[config.mk]
export PLATFORM = sky130hd
export DESIGN_NAME = ram_256x2
export DESIGN_NICKNAME = d
export VERILOG_FILES = /design/src/rtl/ram_256x2.sv
export SDC_FILE = /design/constraint.sdc
export NUM_CORES = 1
export LEC_CHECK = 0
export BUFFER_PORTS_ARGS = -buffer_cell sky130_fd_sc_hd__buf_2
export CORE_MARGIN = 2
export CORE_UTILIZATION = 45
export CTS_CLUSTER_DIAMETER = 200
export DETAILED_ROUTE_END_ITERATION = 8
export SLEW_MARGIN = 10
export SYNTH_ARGS = -nofsm -noshare
export SYNTH_HDL_FRONTEND = slang
export SYNTH_SLANG_ARGS = --single-unit
[constraint.sdc]
create_clock -name clk -period 3.4 [get_ports clk]
set_clock_uncertainty 0.1 [all_clocks]
set_input_delay 0.51 -clock clk [delete_from_list [all_inputs] [get_ports clk]]
set_output_delay 0.51 -clock clk [all_outputs]
set_load 0.02 [all_outputs]
[src/rtl/ram_256x2.sv]
// 256 x 2-bit simple dual-port RAM with per-entry valid flags and a registered read port.
// Define RAM_256X2_WRITE_FORWARD_EN for write-first collisions; read-first otherwise.
module ram_256x2 #(
    parameter logic [1:0] RESET_VALUE = 2'b00
) (
    input  logic       clk,
    input  logic       rst_n,
    input  logic       we,
    input  logic [7:0] waddr,
    input  logic [1:0] din,
    input  logic [7:0] raddr,
    output logic [1:0] dout
);

    logic [1:0] mem_reg   [256];
    logic       valid_reg [256];
    logic [1:0] dout_reg;
    logic [1:0] dout_next;
    logic       collide;

    // Data bits are never cleared; the valid flags hide stale contents after reset.
    always_ff @(posedge clk) begin
        if (we && rst_n) begin
            mem_reg[waddr] <= din;
        end
    end

    generate
        for (genvar gi = 0; gi < 256; gi++) begin : g_valid
            always_ff @(posedge clk or negedge rst_n) begin
                if (!rst_n) begin
                    valid_reg[gi] <= 1'b0;
                end else if (we && (waddr == 8'(gi))) begin
                    valid_reg[gi] <= 1'b1;
                end
            end
        end
    endgenerate

    assign collide = we && (raddr == waddr);

    always_comb begin
        dout_next = valid_reg[raddr] ? mem_reg[raddr] : RESET_VALUE;
`ifdef RAM_256X2_WRITE_FORWARD_EN
        if (collide) begin
            dout_next = din;
        end
`else
        // Read-first: the array read already returns the pre-write contents.
        if (collide && !valid_reg[raddr]) begin
            dout_next = RESET_VALUE;
        end
`endif
    end

    always_ff @(posedge clk or negedge rst_n) begin
        if (!rst_n) begin
            dout_reg <= RESET_VALUE;
        end else begin
            dout_reg <= dout_next;
        end
    end

    assign dout = dout_reg;

endmodule

==> results of run 1 <==
==> per-layer routing <==
layer | vias to the layer above | global-route usage
met5 | - | 0
met4 | 2 | 0.0636
met3 | 114 | 0.0374
met2 | 678 | 0.369
met1 | 10100 | 0.322
li1 | 8294 | -
==> where the power goes <==
part	internal [mW]	leakage (nW)	switching, mW	total, mW
clock	5.57	1.35	3.61	9.17
combinational	0.603	5.33	0.849	1.45
sequential	10.3	8.11	0.142	10.4
total	16.4	14.8	4.60	21.0
==> cell usage in the layout, fill, tap and decap left out, drive strengths merged, types with 3 or more instances in the layout <==
| master | netlist | routed |
|---|---|---|
| o221ai | 48 | 48 |
| nor2b | 12 | 12 |
| clkinv | 0 | 22 |
| nand3 | 17 | 17 |
| bufinv | 0 | 11 |
| o22ai | 35 | 35 |
| a211oi | 9 | 9 |
| mux2 | 4 | 4 |
| a311oi | 3 | 3 |
| diode | 0 | 3 |
| o211ai | 3 | 3 |
| o21a | 3 | 3 |
| nand2 | 66 | 66 |
| clkbuf | 110 | 106 |
| buf | 51 | 148 |
| nand3b | 3 | 3 |
| a21o | 192 | 192 |
| and2 | 3 | 3 |
| nor2 | 301 | 301 |
| nor3 | 34 | 34 |
| o21bai | 64 | 64 |
| nor4 | 8 | 8 |
| mux4 | 125 | 125 |
| or3 | 6 | 6 |
| o21ai | 24 | 24 |
| nand4 | 6 | 6 |
| inv | 2 | 3 |
| dfrtp | 258 | 258 |
| mux2i | 149 | 149 |
| a2111oi | 6 | 6 |
| nand2b | 9 | 9 |
| edfxtp | 512 | 512 |
| clkinvlp | 0 | 4 |
| a21oi | 40 | 40 |
| a31oi | 3 | 3 |
==> stage by stage <==
step           hold slack, ns  cells   TNS (ns)
3_5_place_dp            0.339   3064    -0.0298
6_report                0.283   3212          0
3_3_place_gp            0.332   3064  -0.000437
4_1_cts                 0.283   3209          0
5_1_grt                 0.311   3209          0
2_1_floorplan           0.114   2127          0
==> how the worst max path moves through the flow <==
stage               startpoint  endpoint  slack [ns]  depth (start not counted)
floorplan             raddr[0]   dout[0]        0.72                         10
global placement      raddr[0]   dout[0]     -0.0004                          8
detailed placement    raddr[0]   dout[0]       -0.03                         12
CTS                   raddr[0]   dout[0]        0.62                         12
global route          raddr[0]   dout[0]        0.39                         12
finish                raddr[0]   dout[0]        0.63                         12
==> critical path, delay by kind of cell <==
| kind | cells | cell delay [ns] |
|---|---|---|
| and+or+nand+nor | 2 | 0.32 |
| AOI/OAI and AO/OA | 5 | 1.11 |
| muxes | 1 | 0.12 |
| buffers and inverters | 4 | 1.11 |
==> layout make-up <==
| cell class | count | area (um^2) | share of cell area |
|---|---|---|---|
| diodes | 3 | 7.51 | 0.000204 |
| inverters | 2 | 7.51 | 0.000204 |
| clock inverters | 38 | 485 | 0.0132 |
| well taps | 950 | 1190 | 0.0323 |
| multi-input cells | 1194 | 9640 | 0.262 |
| clock buffers | 106 | 2290 | 0.0622 |
| repair buffers | 149 | 1330 | 0.0362 |
| flip-flops and latches | 770 | 21800 | 0.594 |
==> logic make-up (layout without fill, tap and decap cells) <==
logic type / count (synthesis) / in the layout / synth area share
DFF: 770 / 770 / 0.676
and+or+nand+nor: 474 / 474 / 0.0622
AOI/OAI and AO/OA: 442 / 442 / 0.0998
muxes: 278 / 278 / 0.135
buffers and inverters: 163 / 295 / 0.0268
other: 0 / 3 / 0
==> repair_timing <==
action | 4_1_cts | 5_1_grt
hold endpoints to repair | 38 | 0
buffers inserted | 0 | 0
hold buffers | 1 | 0
==> flow_metrics.py, run 1 <==
metrics = {
    "synthesis": {
        "syn_area_um2": 32300,
        "synth_edf_count": 512,
        "ys_warn_count": 0,
        "syn-num-nets": 2148,
        "ys_seq_area_frac": 0.676,
        "ys_ff_latch": 770,
        "yosysMostFrequentCell": "edfxtp_1",
        "yosys.area.top_type": "edfxtp_1",
        "ys_top_cells_by_count": "edfxtp_1, nor2_1, dfrtp_1, a21o_1, mux2i_1",
        "yosys-top-cells-area": "edfxtp_1, dfrtp_1, mux4_2",
        "synth_flop_cell": "edfxtp_1",
        "syn-instance-count": 2127,
        "async_reset_ff_frac": 0.335,
        "synth_top_area_share": 0.476,
        "synth_area_per_cell_um2": 15.2,
        "synth.distinct_cells": 57,
    },
    "placement": {
        "dpl-instance-area_um2": 34000,
        "gp_congestion": 0.825,
        "pre_cts_ws_ns": -0.0298,
        "dp_hpwl_um": 52400,
        "portBuffers": 22,
    },
    "floorplan": {
        "fp-row-count": 98,
        "die_x_um": 272,
        "die-area_um2": 73900,
        "ios": 23,
        "floorplan.initialDensity": 0.453,
        "coreArea_um2": 71200,
        "dieHeight_um": 272,
    },
    "status": {
        "status": "finished clean",
    },
    "drt": {
        "antenna_left": 0,
        "totalWireLength_um": 83300,
        "vias_per_cell": 5.97,
        "wl_met2_um": 40100,
        "wl_per_cell_um": 25.9,
        "highest_layer": "met5",
        "drtPass1Iterations": 5,
        "drt_iter0_drc": 1776,
        "vias": 19200,
        "wl_met1_um": 35500,
        "met3_length_um": 5880,
        "post-route-drc-count": 0,
    },
    "worst_setup_path": {
        "worstPathMaxFanout": 36,
        "cp_cell_sequence": "buf_8 -> buf_12 -> buf_4 -> mux2i_1 -> o221ai_1 -> a21oi_1 -> o21ai_0 -> buf_4 -> nand4b_1 -> nand4b_1 -> a21boi_0 -> o21a_1",
        "crit_type": "in2reg",
        "rr_worst_depth": 6,
        "startpoint_type": "input pin",
        "r2r-end": "dout[0]",
        "r2r-start": "valid_reg[76]",
        "endpoint_kind": "register",
        "slowest_delay_ns": 0.37,
        "rrSetupSlack_ns": 0.75,
        "crit_slowest_cell": "buf_8",
        "required_ns": 3.86,
        "worstPathArrival_ns": 3.23,
    },
    "min_path": {
        "worstHoldEndpoint": "mem_reg[178][1]",
        "worstHoldStart": "din[1]",
        "holdPathStages": 1,
        "hp-class": "in2reg",
    },
    "sta": {
        "hold_viol_final": 0,
        "finalCriticalPeriod_ns": 2.77,
        "report.final.slew_viol_count": 0,
        "worst_pin_slew_ns": 0.885,
        "grt_setup_unrepaired": "no",
        "post-route-period-util": 0.814,
        "setup_slack_ns": 0.632,
        "slew_headroom": 0.408,
        "setup_viol": 0,
        "fmax_ghz": 0.361,
    },
    "power_and_ir_drop": {
        "max-vdd-ir-drop_uv": 338,
        "p_total_mw": 21.0,
        "p_leak_nw": 14.8,
        "powerDensity_nw_per_um2": 572,
    },
    "final_layout": {
        "finish.utilization": 0.516,
        "n_fill_cell": 5793,
        "area_growth_syn_to_layout_pct": 13.9,
        "drive_gt1_frac": 0.185,
        "final_nets": 2219,
        "largest_reg_flops": 512,
        "finalInstanceArea_um2": 36800,
    },
    "cts": {
        "clock_latency_ns": 0.63,
        "clockBufferDepth": 3,
        "clkSinkCount": 770,
        "cts_resized": 0,
        "cts_buffers": 81,
        "clk_pin_slew_worst_paths_ns": 0.06,
        "cts_root_buffer": "clkbuf_16",
        "tritoncts": "yes",
        "htreeDepth": 3,
    },
    "global_routing": {
        "grt_pass1_wl_um": 126000,
        "grt_overflow_total": 0,
        "grt_usage": 0.228,
        "grt_max_degree": 107,
        "antenna_found_initial": 7,
        "grt_pass1_vias": 19900,
    },
    "flow_run": {
        "maxCapViolCount": 0,
    },
}
No activity file was read; power rests on OpenSTA's default activity.
==> run 2, diff against run 1 <==
--- a/config.mk
+++ b/config.mk
@@ -5,6 +5,7 @@
 export SDC_FILE = /design/constraint.sdc
 export NUM_CORES = 1
 export LEC_CHECK = 0
+export ABC_AREA = 1
 export BUFFER_PORTS_ARGS = -buffer_cell sky130_fd_sc_hd__buf_2
 export CORE_MARGIN = 2
 export CORE_UTILIZATION = 45
==> constraint.sdc (replaced) <==
create_clock -name clk -period 2.8 [get_ports clk]
set_clock_uncertainty 0.1 [all_clocks]
set_input_delay 0.42 -clock clk [delete_from_list [all_inputs] [get_ports clk]]
set_output_delay 0.42 -clock clk [all_outputs]
set_load 0.02 [all_outputs]
==> flow_metrics.py, run 2 <==
metrics = {
    "synthesis": {
        "synth_area_per_cell_um2": 9.92,
        "yosys.area.top_type": "edfxtp_1",
        "ys_top_cells_by_count": "nand2_1, nand3_1, edfxtp_1, dfrtp_1, inv_1",
        "syn_area_um2": 33900,
        "yosys.area_share.adder": 0,
        "synth_mux_area_frac": 0,
        "yosys-top-cells-area": "edfxtp_1, dfrtp_1, nand2_1",
        "ys_warn_count": 0,
        "synth_xor_area_frac": 0,
        "synth_flop_cell": "edfxtp_1",
        "synthSimpleGateAreaFrac": 0.260,
        "synth.distinct_cells": 22,
        "syn-num-nets": 3441,
        "synth_top_family_by_area": "simple AND/OR/NAND/NOR gates",
        "ys_ff_latch": 770,
        "synth_top_area_share": 0.453,
        "synth_edf_count": 512,
        "yosysMostFrequentCell": "nand2_1",
        "async_reset_ff_frac": 0.335,
        "ys_seq_area_frac": 0.643,
        "syn-instance-count": 3420,
        "synth_compound_area_frac": 0.0378,
    },
    "global_routing": {
        "antenna_found_initial": 1,
        "grt_max_degree": 135,
        "grt_overflow_total": 0,
        "grt_usage": 0.263,
        "grt_pass1_wl_um": 155000,
        "grt_pass1_vias": 25400,
    },
    "final_layout": {
        "final_common_cell": "nand2_1",
        "area_growth_syn_to_layout_pct": 12.7,
        "mostFrequentLayoutCells": "nand2_1, nand3_1, edfxtp_1",
        "drive_gt1_frac": 0.0820,
        "n_fill_cell": 6684,
        "finish.utilization": 0.513,
        "finalInstanceArea_um2": 38300,
        "final_nets": 3437,
        "largest_reg_flops": 512,
    },
    "sta": {
        "post-route-period-util": 0.721,
        "setup_viol": 0,
        "worst_pin_slew_ns": 0.790,
        "grt_setup_unrepaired": "no",
        "finalSetupTns_ns": 0,
        "slew_headroom": 0.473,
        "report.final.slew_viol_count": 0,
        "finalCriticalPeriod_ns": 2.02,
        "hold_viol_final": 0,
        "fmax_ghz": 0.495,
    },
    "power_and_ir_drop": {
        "p_total_mw": 25.8,
        "powerDensity_nw_per_um2": 675,
        "max-vdd-ir-drop_uv": 422,
        "p_leak_nw": 15.2,
    },
    "placement": {
        "dp_hpwl_um": 61800,
        "dpl-instance-area_um2": 35400,
        "portBuffers": 22,
        "gp_congestion": 0.897,
    },
    "min_path": {
        "hp-class": "in2reg",
    },
    "worst_setup_path": {
        "required_ns": 3.04,
        "slowest_delay_ns": 0.56,
        "worstPathArrival_ns": 2.26,
        "rrSetupSlack_ns": 1.04,
        "crit_type": "in2reg",
        "startpoint_type": "input pin",
        "worstPathMaxFanout": 86,
        "cp_cell_sequence": "dlygate4sd3_1 -> buf_8 -> inv_8 -> buf_4 -> nor3_1",
        "endpoint_kind": "register",
        "crit_slowest_cell": "dlygate4sd3_1",
    },
    "drt": {
        "totalWireLength_um": 102000,
        "drtPass1Iterations": 6,
        "antenna_left": 0,
        "vias": 25500,
        "wl_per_cell_um": 22.8,
        "post-route-drc-count": 0,
        "drt_iter0_drc": 2945,
        "vias_per_cell": 5.73,
    },
    "flow_run": {
        "maxCapViolCount": 0,
    },
    "floorplan": {
        "floorplan.initialDensity": 0.455,
        "dieHeight_um": 279,
        "coreArea_um2": 74600,
        "die_x_um": 279,
        "fp-row-count": 100,
        "die-area_um2": 77600,
        "ios": 23,
    },
    "cts": {
        "cts_buffers": 84,
        "tritoncts": "yes",
        "clkSinkCount": 770,
        "cts_resized": 0,
        "cts_root_buffer": "clkbuf_16",
        "clock_latency_ns": 0.65,
        "htreeDepth": 3,
        "hold_buffers": 1,
        "clk_pin_slew_worst_paths_ns": 0.06,
        "clockBufferDepth": 3,
        "postCtsSetupRepairBufs": 0,
    },
    "status": {
        "status": "finished clean",
    },
}
## run 2: area by class of cell
class,count,area (um^2),area share
sequential,770,21800,0.571
multi-input combinational,2238,10100,0.264
clock buffer,119,2440,0.0639
timing repair buffer,145,1540,0.0403
tap,969,1210,0.0317
inverter,177,692,0.0181
clock inverter,39,424,0.0111
antenna,1,2.50,0.0000654
## run 2: cells by family after synthesis
logic type | Yosys count
and+or+nand+nor | 2056
AOI/OAI and AO/OA | 182
buffers and inverters | 412
DFF | 770
## run 2: path summary, 6_finish.rpt
| path | start | endpoint | cells after the start |
|---|---|---|---|
| worst max-delay path | rst_n | mem_reg[192][1] | 5 |
| worst min-delay path | raddr[7] | dout[1] | 5 |
| worst max register to register | valid_reg[86] | dout[0] | 12 |
| worst min register to register | valid_reg[255] | valid_reg[255] | 2 |
| max in group asynchronous | rst_n | valid_reg[72] | 3 |
| min in group asynchronous | rst_n | valid_reg[179] | 3 |
## run 2: stage by stage
step                      hold WS (ns)  cells  setup slack (ns)
after floorplan                 0.0244   3420             0.888
after global placement           0.330   4298             0.255
after detailed placement         0.336   4298             0.229
after CTS                       0.0694   4457             0.807
after global routing             0.128   4457             0.708
final                           0.0931   4458             0.781
## run 2: power by group
part	internal, mW	switching [mW]
clock network	6.78	4.64
logic	0.567	1.37
registers	12.3	0.0985
total	19.7	6.11
## run 2: worst max-delay path, delay by kind of cell
kind | cells | cell delay, ns
buffers and inverters | 4 | 1.62
AND/OR/NAND/NOR | 1 | 0.15
## run 2: layer usage
metal,vias to the layer above,global-route usage,share of wire
met4,2,0.0994,0.035
li1,11600,-,-
met5,-,0,0.00013
met2,1156,0.419,0.46
met1,12600,0.362,0.42
met3,209,0.0441,0.082
